### config.mk
export PLATFORM = sky130hd
export DESIGN_NAME = sipo_deser_flat
export DESIGN_NICKNAME = d
export VERILOG_FILES = /design/src/rtl/sipo_deser_if.sv /design/src/rtl/sipo_deser.sv /design/src/flat_wrapper.sv
export SDC_FILE = /design/constraint.sdc
export NUM_CORES = 1
export LEC_CHECK = 0
export CORE_MARGIN = 2
export CORE_UTILIZATION = 49
export DETAILED_ROUTE_END_ITERATION = 8
export PLACE_DENSITY = 0.8
export SYNTH_ARGS = -nofsm -noshare
export SYNTH_HDL_FRONTEND = slang
export SYNTH_SLANG_ARGS = --single-unit
### constraint.sdc
create_clock -name clk -period 1.58 [get_ports clk]
set_input_delay 0.474 -clock clk [delete_from_list [all_inputs] [get_ports clk]]
set_output_delay 0.474 -clock clk [all_outputs]
set_load 0.1 [all_outputs]
### src/rtl/sipo_deser_if.sv
// Parallel-side valid/ready channel of the serial link receiver.
interface sipo_deser_if #(
    parameter int WIDTH = 8
);
    logic [WIDTH-1:0] parallel_out;
    logic             out_valid;
    logic             out_ready;

    modport master (
        output parallel_out,
        output out_valid,
        input  out_ready
    );

    modport slave (
        input  parallel_out,
        input  out_valid,
        output out_ready
    );
endinterface

### src/rtl/sipo_deser.sv
// Serial-in parallel-out deserializer with a one-word holding buffer and overrun flag.
// Build option: define SIPO_LSB_FIRST_EN to take the first received bit as the LSB (default MSB-first).
module sipo_deser #(
    parameter int WIDTH = 8
) (
    input  logic        clk,
    input  logic        rst,
    input  logic        clear,
    input  logic        shift_en,
    input  logic        serial_in,
    output logic        busy,
    output logic        overrun,
    sipo_deser_if.master out_if
);
    localparam int CW = (WIDTH > 2) ? $clog2(WIDTH) : 1;
    localparam logic [CW-1:0] CNT_LAST = CW'(WIDTH - 1);

    logic [WIDTH-1:0] sr_q, sr_d;
    logic [CW-1:0]    cnt_q, cnt_d;
    logic [WIDTH-1:0] hold_q, hold_d;
    logic             valid_q, valid_d;
    logic             overrun_q, overrun_d;
    logic             busy_q, busy_d;

    logic [WIDTH-1:0] word;
    logic             last_bit;
    logic             drain;

`ifdef SIPO_LSB_FIRST_EN
    assign word = {serial_in, sr_q[WIDTH-1:1]};
`else
    assign word = {sr_q[WIDTH-2:0], serial_in};
`endif

    assign last_bit = (cnt_q == CNT_LAST);
    assign drain    = valid_q && out_if.out_ready;

    always_comb begin
        sr_d      = sr_q;
        cnt_d     = cnt_q;
        hold_d    = hold_q;
        valid_d   = valid_q;
        overrun_d = overrun_q;

        // The handshake runs every edge; a completion below may re-fill the buffer.
        if (drain) begin
            valid_d = 1'b0;
        end

        if (clear) begin
            sr_d      = '0;
            cnt_d     = '0;
            overrun_d = 1'b0;
        end else if (shift_en) begin
            sr_d = word;
            if (last_bit) begin
                cnt_d = '0;
                if (!valid_q || drain) begin
                    hold_d  = word;
                    valid_d = 1'b1;
                end else begin
                    overrun_d = 1'b1;
                end
            end else begin
                cnt_d = cnt_q + 1'b1;
            end
        end

        busy_d = (cnt_d != '0);
    end

    always_ff @(posedge clk) begin
        if (rst) begin
            sr_q      <= '0;
            cnt_q     <= '0;
            hold_q    <= '0;
            valid_q   <= 1'b0;
            overrun_q <= 1'b0;
            busy_q    <= 1'b0;
        end else begin
            sr_q      <= sr_d;
            cnt_q     <= cnt_d;
            hold_q    <= hold_d;
            valid_q   <= valid_d;
            overrun_q <= overrun_d;
            busy_q    <= busy_d;
        end
    end

    assign out_if.parallel_out = hold_q;
    assign out_if.out_valid    = valid_q;
    assign busy                = busy_q;
    assign overrun             = overrun_q;
endmodule

### src/flat_wrapper.sv
// flat-port wrapper written by rule: the top's interface ports become plain ports
module sipo_deser_flat 
#(
    parameter int WIDTH = 8
)
  (clk, rst, clear, shift_en, serial_in, busy, overrun, out_if_parallel_out, out_if_out_valid, out_if_out_ready);
  sipo_deser_if #(.WIDTH(WIDTH)) out_if_i ();
  input  logic clk;
  input  logic rst;
  input  logic clear;
  input  logic shift_en;
  input  logic serial_in;
  output logic busy;
  output logic overrun;
  output wire logic [$bits(out_if_i.parallel_out)-1:0] out_if_parallel_out;
  output wire logic [$bits(out_if_i.out_valid)-1:0] out_if_out_valid;
  input wire logic [$bits(out_if_i.out_ready)-1:0] out_if_out_ready;
  assign out_if_parallel_out = out_if_i.parallel_out;
  assign out_if_out_valid = out_if_i.out_valid;
  assign out_if_i.out_ready = out_if_out_ready;
  sipo_deser #(.WIDTH(WIDTH)) u_core (.clk(clk), .rst(rst), .clear(clear), .shift_en(shift_en), .serial_in(serial_in), .busy(busy), .overrun(overrun), .out_if(out_if_i));
endmodule
### Word level (Yosys, flattened, before mapping)

Cells that the tools add are included.

* $add $sub $neg: 1
* multipliers: 0
* div/mod/pow operators: 0
* $lt $le $gt $ge: 0
* equality and inequality tests: 1
* shifts and indexed selects: 0
* multiplexer cells: 8
* bitwise operators: 2
* reductions and logical operators: 7

Operators with widths (number)
* two-way mux 3 bit: 3
* two-way mux 1 bit: 5
* AND reduction 4 bit: 1
* adder 3 x 1 -> 3 bit (second input constant): 1
* equality test 3 bit (second input constant): 1
* AND reduction 3 bit: 1
* nonzero test 3 bit: 1
* inverter 1 bit: 2
* OR reduction 2 bit: 1
* logical AND 1 bit: 1
* zero test 1 bit: 1
* logical OR 1 bit: 1

* register bits after elaboration: 21
* bits in latches: 0
* memory bits (writable): 0
* bits in read-only memories: 0
* input bits: 6
* output and inout port bits: 11
* logic and storage cells: 25
* memories kept: 0

### Longest topological paths before layout

Gate-level depths: netlist (run 1).

* depth in word-level cells: 6
* mapped depth: 5

### Least setup slack after synthesis (run 1)

OpenSTA, ideal clock, no wires.

* path kind: flip-flop to flip-flop
* from: register u_core.valid_q, in the netlist u_core.out_if.out_valid
* to: register u_core.hold_q[0], in the netlist u_core.out_if.parallel_out[0]
* data arrival time: 1467 ps
* path slack: -22 ps
* stages on the path, launching flop included: 4
* path buffers: 0
* cell sequence: dfxtp_1 nor2b_4 nor3_4 mux2i_1

* word-level cells in the longest chain between the ends: 3

Ends and longest elaborated chain
* from (decl): RTL line sipo_deser.sv:21 `logic valid_q, valid_d;`
* from (signal assigned): RTL line sipo_deser.sv:84 `valid_q <= valid_d;`
* zero test 1 bit or logical AND 1 bit (tied branches): RTL line sipo_deser.sv:58, sipo_deser.sv:36
* logical OR 1 bit (*): RTL line sipo_deser.sv:58 `if (!valid_q || drain) begin`
* AND reduction 4 bit (no source line) (*)
* to (signal assigned): RTL line sipo_deser.sv:83 `hold_q <= hold_d;`
* to (decl): RTL line sipo_deser.sv:20 `logic [WIDTH-1:0] hold_q, hold_d;`

Every way passes the cells marked *; elsewhere a longest branch is shown, timed or not.
A chain may end at the register's enable or synchronous reset.

### Worst setup path after layout (run 1)

* from: register u_core.cnt_q[0]
* to: register u_core.hold_q[6], in the netlist u_core.out_if.parallel_out[6]

* word-level cells in the longest chain between the ends: 2

Ends and longest elaborated chain
* from (decl): RTL line sipo_deser.sv:19 `logic [CW-1:0] cnt_q, cnt_d;`
* from (signal assigned): RTL line sipo_deser.sv:82 `cnt_q <= cnt_d;`
* equality test 3 bit: RTL line sipo_deser.sv:35 `assign last_bit = (cnt_q == CNT_LAST);`
* AND reduction 4 bit (no source line)

No other way between the ends.

==> metrics.txt, run 1 <==
Longest Clk Path Bufs 2; # diodes 0; clock insertion delay at the later pin of the skew report 0.30 ns; Worst Path Max Fanout 8; period utilization 89.84%; vias per cell 4.788; fin util 72.75%; DRC 0; Yosys reg bits 21; CTS clk-pin slew, worst paths 0.11 ns; Storage cell area 421.7 um2; RSZ-0062 raised after global routing false; fin nets 117; multi-input combinational cell area 452.9 um2; Routability Congestion 0.6999; synthesized area 900.9 um2; Hold Vio Cnt, Final 0; Post-CTS Resized 0; Syn Nets 95; ANT nets after route 0; Lkg Pwr 0.0004906 uW; ranking of synthesized cells by area dfxtp_1, mux2i_1, nand2b_1, nor2_1, ha_1; CTS tree yes; first-pass GRT wire length 2.511 mm; layout cells sized above 1 21.50%; largest net degree at the start of global routing 18; outcome complete, no violations; Crit path required time 1.82 ns; Layout Skew 0.001165 ns; final wirelength 1.463 mm; CTS Hold Bufs 0; TritonRoute pass-1 iters 2; total grt overflow 0; Synth top area share 46.67%; synthesized area per cell 10.48 um2; Die ar. 2197 um2; # H-tree levels 1; row count 15; largest area contributor in the netlist dfxtp_1; Final Max Slew Viols 0; port bufs 16; cells after synthesis 86; core area 1727 um2; total of max-cap violations 0; Final setup viols 0; CP endpoint kind flop; relative slew slack 75.37%; total vias in the final route 632; I/O pins 17; Wirelength per Cell 11.08 um; Die X-Extent 46.88 um; Final Power 868.8 uW; Cell variety after synth 17; Clock Sinks 21; Starting Density 52.17%; PnR worst setup slack 0.1605 ns; crit path time final 1.419 ns; VDD IR-drop max 0.4652 mV; YS warnings 0; Detail Placement HPWL 1.138 mm; PwrDens 691.6 nW/um2; Worst Tran Pin Value 0.3695 ns; Worst Path Arrival 1.66 ns; die height 46.88 um; TritonCTS Buffers 3; initial antenna violation count 0; total global-route track usage 16.68%; sequential area share after synthesis 46.67%; Post CTS Setup Buffer Count 0; CTS Root Buffer Type clkbuf_4; Layout fillers 124; placed cell area 1230 um2; Area Growth Syn to Fin 39.44%; vias in the first global route 590; FMAX 704.5 MHz; crit path launch type flop; Placement Setup Slack -0.07392 ns; First DRT Iteration DRCs 8; CP Class reg2reg; Finished Cell Area 1256 um2; hold crit path type reg2reg
-- stage by stage --
step	TNS [ns]	cells	hold slack [ns]
2_1_floorplan	0	86	0.4513
3_3_place_gp	-0.5236	128	0.4784
6_report	0	132	0.4937
5_1_grt	0	132	0.5408
4_1_cts	0	132	0.4993
3_5_place_dp	-0.8481	128	0.4840
-- where the power goes --
part	switching (uW)	total [uW]	internal (uW)
registers	3.35	537	533
logic	37.3	76.1	38.7
clock network	158	256	98.5
-- registers in the layout, indices dropped and copies added, names as in the netlist --
register and count:
u_core.busy 1, u_core.cnt_q 3, u_core.out_if.out_valid 1, u_core.out_if.parallel_out 8, u_core.overrun 1, u_core.sr_q 7
-- kinds of logic after synthesis --
kind of cell / count (synthesis) / share of synthesized area (%)
mux: 18 / 20.00
fa+ha+maj: 3 / 4.167
simple gates: 35 / 23.20
flops: 21 / 46.67
buf+inv: 5 / 3.055
compound gates: 4 / 2.916
-- cell usage in the layout (no fill, tap or decap), drive strengths merged, types with 2 or more instances in the layout --
master / synthesis / final
nor2b: 2 / 2
clkdlybuf4s50: 0 / 5
nor2: 13 / 13
buf: 2 / 16
ha: 3 / 3
mux2i: 18 / 18
a31oi: 2 / 2
clkbuf: 2 / 4
dfxtp: 21 / 21
nand2b: 17 / 17
-- metal layers --
| layer | up-vias | share of wire (%) | GRT usage (%) |
|---|---|---|---|
| met5 | - | 0 | 0 |
| met2 | 10 | 50 | 26.85 |
| met4 | 0 | 2.5 | 10.00 |
| met1 | 288 | 44 | 21.19 |
| li1 | 329 | - | - |
| met3 | 5 | 2.5 | 2.308 |
-- critical path, cell delays in order (launching register included) --
cell and delay, ns:
dfxtp_1 0.39, ha_1 0.19, ha_1 0.22, nand2_4 0.07, nor3_4 0.15, buf_12 0.16
mux2i_1 0.18
-- synth_stat cells (all sizes together) --
cell     n
clkbuf   2
nand2b  17
nor2b    2
buf      2
mux2i   18
o32ai    1
dfxtp   21
inv      1
or2      1
nor2    13
nor3     1
ha       3
nand2    1
a21oi    1
a31oi    2
-- worst paths after layout --
kind / start / end / cells after the start / slack (ns)
worst max-delay path: u_core.cnt_q[0] / u_core.out_if.parallel_out[6] / 6 / 0.16
worst min-delay path: u_core.sr_q[4] / u_core.out_if.parallel_out[5] / 2 / 0.49
worst max register to register: u_core.cnt_q[0] / u_core.out_if.parallel_out[6] / 6 / 0.16
worst min register to register: u_core.sr_q[4] / u_core.out_if.parallel_out[5] / 2 / 0.49
-- final cells by class --
class | instances | share of cell area, %
well taps | 25 | 2.490
multi-input cells | 60 | 36.06
clock buffers | 4 | 2.092
inverters | 1 | 0.2988
repair buffers | 21 | 25.50
flip-flops and latches | 21 | 33.57
Note: power is estimated with default switching activity, not from simulation.
==> run 2, diff against run 1 <==
- CORE_UTILIZATION: 49 -> 33
- PLACE_DENSITY: 0.8 -> 0.59
==> metrics.txt, run 2 (same netlist as run 1, synthesis figures left out) <==
total vias in the final route 618 (was 632); crit path launch type flop (unchanged); port bufs 16 (unchanged); relative slew slack 84.38% (was 75.37%); First DRT Iteration DRCs 6 (was 8); # H-tree levels 1 (unchanged); Routability Congestion 0.6821 (was 0.6999); Setup TNS Final 0 ns (unchanged); ANT nets after route 0 (unchanged); row count 18 (was 15); VDD IR-drop max 0.4648 mV (was 0.4652 mV); Bufs and invs on worst path 1 (unchanged); total grt overflow 0 (unchanged); Worst Path Arrival 1.68 ns (was 1.66 ns); first-pass GRT wire length 2.628 mm (was 2.511 mm); fin nets 119 (was 117); Clock Sinks 21 (unchanged); layout cells sized above 1 23.85% (was 21.50%); clock insertion delay at the later pin of the skew report 0.29 ns (was 0.30 ns); CTS Hold Bufs 0 (unchanged); Layout Skew 0.004869 ns (was 0.001165 ns); Starting Density 35.71% (was 52.17%); fin util 50.69% (was 72.75%); CTS clk-pin slew, worst paths 0.11 ns (about the same); Worst Tran Pin Value 0.2336 ns (was 0.3695 ns); most frequent cells in the layout dfxtp_1, mux2i_1, nand2b_1, nor2_1, buf_12 (unchanged); Worst Path Max Fanout 8 (unchanged); largest net degree at the start of global routing 18 (unchanged); # diodes 0 (unchanged); CP Class reg2reg (unchanged); CP endpoint kind flop (unchanged); Lkg Pwr 0.0005022 uW (was 0.0004906 uW); vias in the first global route 607 (was 590); Post-CTS Resized 0 (unchanged); TritonRoute pass-1 iters 4 (was 2); vias per cell 4.446 (was 4.788); final wirelength 1.518 mm (was 1.463 mm); total of max-cap violations 0 (unchanged); period utilization 92.14% (was 89.84%); RSZ-0062 raised after global routing false (unchanged); hold crit path type reg2reg (unchanged); total global-route track usage 10.66% (was 16.68%); crit path time final 1.456 ns (was 1.419 ns); Final Max Slew Viols 0 (unchanged); PwrDens 677.5 nW/um2 (was 691.6 nW/um2); Area Growth Syn to Fin 41.94% (was 39.44%); initial antenna violation count 0 (unchanged); most common cell after layout, fill and taps aside dfxtp_1 (unchanged); PnR worst setup slack 0.1242 ns (was 0.1605 ns); Placement Setup Slack -0.1034 ns (was -0.07392 ns); Wirelength per Cell 10.92 um (was 11.08 um); CTS tree yes (unchanged); FMAX 686.9 MHz (was 704.5 MHz); Crit-path slowest cell dfxtp_1 (unchanged); max reg flops 8 (unchanged); I/O pins 17 (unchanged); most frequent cell on the critical path ha_1 (unchanged); Final setup viols 0 (unchanged); Die ar. 3164 um2 (was 2197 um2); Post CTS Setup Buffer Count 0 (unchanged); core area 2522 um2 (was 1727 um2); die height 56.25 um (was 46.88 um); CTS Root Buffer Type clkbuf_4 (unchanged); delay-heaviest family, CP adder cells (unchanged); outcome complete, no violations (unchanged); Hold Vio Cnt, Final 0 (unchanged); DRC 0 (unchanged); CP peak stage delay 0.40 ns (was 0.39 ns); TritonCTS Buffers 3 (unchanged); Detail Placement HPWL 1.245 mm (was 1.138 mm); Longest Clk Path Bufs 2 (unchanged); Crit path required time 1.81 ns (was 1.82 ns); critical-path cell list ha_1, ha_1, nand2_4, nor3_4, buf_12, mux2i_1 (unchanged); Die X-Extent 56.25 um (was 46.88 um)
run 2: final timing paths:
check	slack, ns	endpoint	cells after the start	from
setup / recovery	0.12	u_core.out_if.parallel_out[4]	6	u_core.cnt_q[0]
hold / removal	0.49	u_core.out_if.parallel_out[7]	2	u_core.sr_q[6]
setup reg to reg	0.12	u_core.out_if.parallel_out[4]	6	u_core.cnt_q[0]
hold reg to reg	0.49	u_core.out_if.parallel_out[7]	2	u_core.sr_q[6]
run 2: through the flow:
step,hold WS [ns],total power [uW],std cells,cell area (um2)
final,0.4937,866.3,139,1279
after detailed placement,0.4766,630.5,135,1251
after global routing,0.5378,908.0,139,1279
after global placement,0.4793,629.5,135,1251
after CTS,0.4969,885.2,139,1279
after floorplan,0.4513,596.2,86,902.1
run 2: cell type report:
class	count	area [um2]
fillers	238	1244
repair buffers	23	335.3
well taps	30	37.54
flip-flops and latches	21	421.7
multi-input cells	60	452.9
clock buffers	3	22.52
inverters	1	3.754
clock inverters	1	5.005
run 2: power breakdown:
group | total (uW) | internal (uW) | leakage, uW | switching (uW)
Combinational | 80.7 | 41.9 | 0.000314 | 38.8
Sequential | 537 | 533 | 0.000170 | 3.30
Clock | 249 | 94.1 | 0.0000177 | 155
run 2: layer usage:
layer | part of all wire, % | up-vias | global-route usage, %
met5 | 0 | - | 0
met2 | 49 | 7 | 17.82
li1 | - | 332 | -
met3 | 1.8 | 2 | 2.074
met1 | 47 | 277 | 12.66
met4 | 1.9 | 0 | 6.122
run 2: worst min-delay path, stage by stage, from the launching register on:
cell and delay, ns:
dfxtp_1 0.33, nand2b_1 0.07, mux2i_1 0.06
==> run 3, diff against run 2 <==
- PLACE_DENSITY: 0.59 -> 0.61
- clock period: 1.58 -> 1.2 ns (I/O delays scaled with it)
==> metrics.txt, run 3 (same netlist as run 1, synthesis figures left out) <==
First DRT Iteration DRCs 4 (was 6); PnR worst setup slack -0.06058 ns (was 0.1242 ns); layout cells sized above 1 40.71% (was 23.85%); Die ar. 3164 um2 (unchanged); VDD IR-drop max 0.7200 mV (was 0.4648 mV); DRC 0 (unchanged); # H-tree levels 1 (unchanged); hold path start u_core.sr_q[6] (unchanged); I/O pins 17 (unchanged); Net Sw Frac 22.95% (was 22.73%); crit path launch type flop (unchanged); PwrDens 844.1 nW/um2 (was 677.5 nW/um2); hold crit path type reg2reg (unchanged); Worst Hold Path Cells 2 (unchanged); ANT nets after route 0 (unchanged); WHS 0.4972 ns (was 0.4937 ns); r2r setup slk -0.06 ns (was 0.12 ns); Area Growth Syn to Fin 51.11% (was 41.94%); TritonCTS Buffers 3 (unchanged); total vias in the final route 652 (was 618); P_sw 263.7 uW (was 196.9 uW); fin nets 123 (was 119); reg2reg start u_core.cnt_q[1] (was u_core.cnt_q[0]); most frequent cells in the layout mux2i_1, nand2b_1, nor2_1, buf_12, dfxtp_2 (was dfxtp_1, mux2i_1, nand2b_1, nor2_1, buf_12); vias in the first global route 663 (was 607); Worst Path Max Fanout 8 (unchanged); initial antenna violation count 0 (unchanged); WHS Endpoint u_core.out_if.parallel_out[7] (unchanged); most common cell after layout, fill and taps aside mux2i_1 (was dfxtp_1); cell internal pwr 885.4 uW (was 669.4 uW); Die X-Extent 56.25 um (unchanged); Longest Clk Path Bufs 2 (unchanged); die height 56.25 um (unchanged); CP Class reg2reg (unchanged); core area 2522 um2 (unchanged); period utilization 105.0% (was 92.14%); Routability Congestion 0.7245 (was 0.6821); CTS tree yes (unchanged); total grt overflow 0 (unchanged); Starting Density 35.71% (unchanged); Detail Placement HPWL 1.219 mm (was 1.245 mm); FMAX 793.3 MHz (was 686.9 MHz); Final setup viols 20 (was 0); Clk pwr share 29.2% (was 28.7%); crit path time final 1.261 ns (was 1.456 ns); CTS Root Buffer Type clkbuf_4 (unchanged); final wirelength 1.654 mm (was 1.518 mm); clock insertion delay at the later pin of the skew report 0.30 ns (was 0.29 ns); relative slew slack 72.82% (was 84.38%); Lkg Pwr 0.0005287 uW (was 0.0005022 uW); TritonRoute pass-1 iters 4 (unchanged); Hold Vio Cnt, Final 0 (unchanged); Worst Tran Pin Value 0.4077 ns (was 0.2336 ns); total of max-cap violations 0 (unchanged); # diodes 0 (unchanged); total global-route track usage 12.39% (was 10.66%); Final Max Slew Viols 0 (unchanged); Worst R2R End u_core.out_if.parallel_out[7] (was u_core.out_if.parallel_out[4]); Clock Sinks 21 (unchanged); CTS clk-pin slew, worst paths 0.11 ns (about the same); Crit path required time 1.43 ns (was 1.81 ns); Worst Path Arrival 1.49 ns (was 1.68 ns); outcome finished with violations (was complete, no violations); Final Power 1149 uW (was 866.3 uW); CP endpoint kind flop (unchanged); sequential power share 61.4% (was 61.9%); RSZ-0062 raised after global routing true (was false); largest net degree at the start of global routing 18 (unchanged); first-pass GRT wire length 2.994 mm (was 2.628 mm); failing checks setup timing; row count 18 (unchanged); worst r2r path cells 6 (unchanged); Layout Skew 0.001499 ns (was 0.004869 ns); max reg flops 8 (unchanged); combinational cell fraction of total power 9.5% (was 9.3%); vias per cell 4.559 (was 4.446); port bufs 16 (unchanged); Wirelength per Cell 11.57 um (was 10.92 um)
==> run 3: cell types whose count changed in the layout (fill, tap and decap cells not counted), moves of 2 or more <==
cell     previous run  this run
ha_1                3         1
ha_4                0         2
dfxtp_1            20         8
dfxtp_2             1        12
buf_4               6        10
==> run 3: worst max path at each step <==
stage                         start                             to  slack, ns  depth (start not counted)
floorplan           u_core.cnt_q[0]  u_core.out_if.parallel_out[0]      -0.13                          5
CTS                 u_core.cnt_q[1]  u_core.out_if.parallel_out[4]      -0.06                          6
finish              u_core.cnt_q[1]  u_core.out_if.parallel_out[7]      -0.06                          6
detailed placement         shift_en                    u_core.busy      -0.42                          4
global route        u_core.cnt_q[1]  u_core.out_if.parallel_out[0]      -0.12                          6
global placement           shift_en  u_core.out_if.parallel_out[0]      -0.37                          5
==> run 3: power groups by stage <==
stage	Clock, uW	Sequential, uW	Combinational (uW)
2_1_floorplan	0	734	51.0
3_3_place_gp	0	721	105
3_5_place_dp	0	721	106
4_1_cts	353	705	110
5_1_grt	382	706	119
6_report	335	705	109
==> run 3: per-layer routing <==
layer	GRT usage (%)	part of all wire (%)
met1	15.06	48
met5	0	0
met2	18.99	46
met3	4.839	3.7
met4	6.122	2.2
==> run 3: layout make-up <==
type,instances,area (um2)
Timing Repair Buffer,27,364.1
Fill cell,221,1161
Multi-Input combinational cell,60,490.5
Inverter,1,3.754
Sequential cell,21,439.2
Tap cell,30,37.54
Clock buffer,4,26.28
==> run 3: stage by stage <==
stage	worst slack, ns	TNS [ns]	std cells	area (um2)	util (%)
finish	-0.06058	-0.3787	143	1361	53.97
global route	-0.1197	-2.001	143	1361	53.97
CTS	-0.06081	-0.6502	143	1359	53.87
detailed placement	-0.4215	-7.487	136	1291	51.19
global placement	-0.3731	-6.958	136	1291	51.19
floorplan	-0.1332	-1.746	86	934.6	-
==> run 3: worst max-delay path: stages, from the launching register on <==
cell     delay [ns]
dfxtp_2        0.37
ha_4           0.15
ha_4           0.14
nand2_4        0.05
nor3_4         0.14
buf_12         0.15
mux2i_1        0.18
==> run 3: repair_timing <==
action                                  in CTS  in global routing
hold buffers                                 0                  0
gates resized for setup                     11                  1
setup buffers                                3                  0
endpoints found under the setup margin      30                 31
pin swaps                                    2                  0
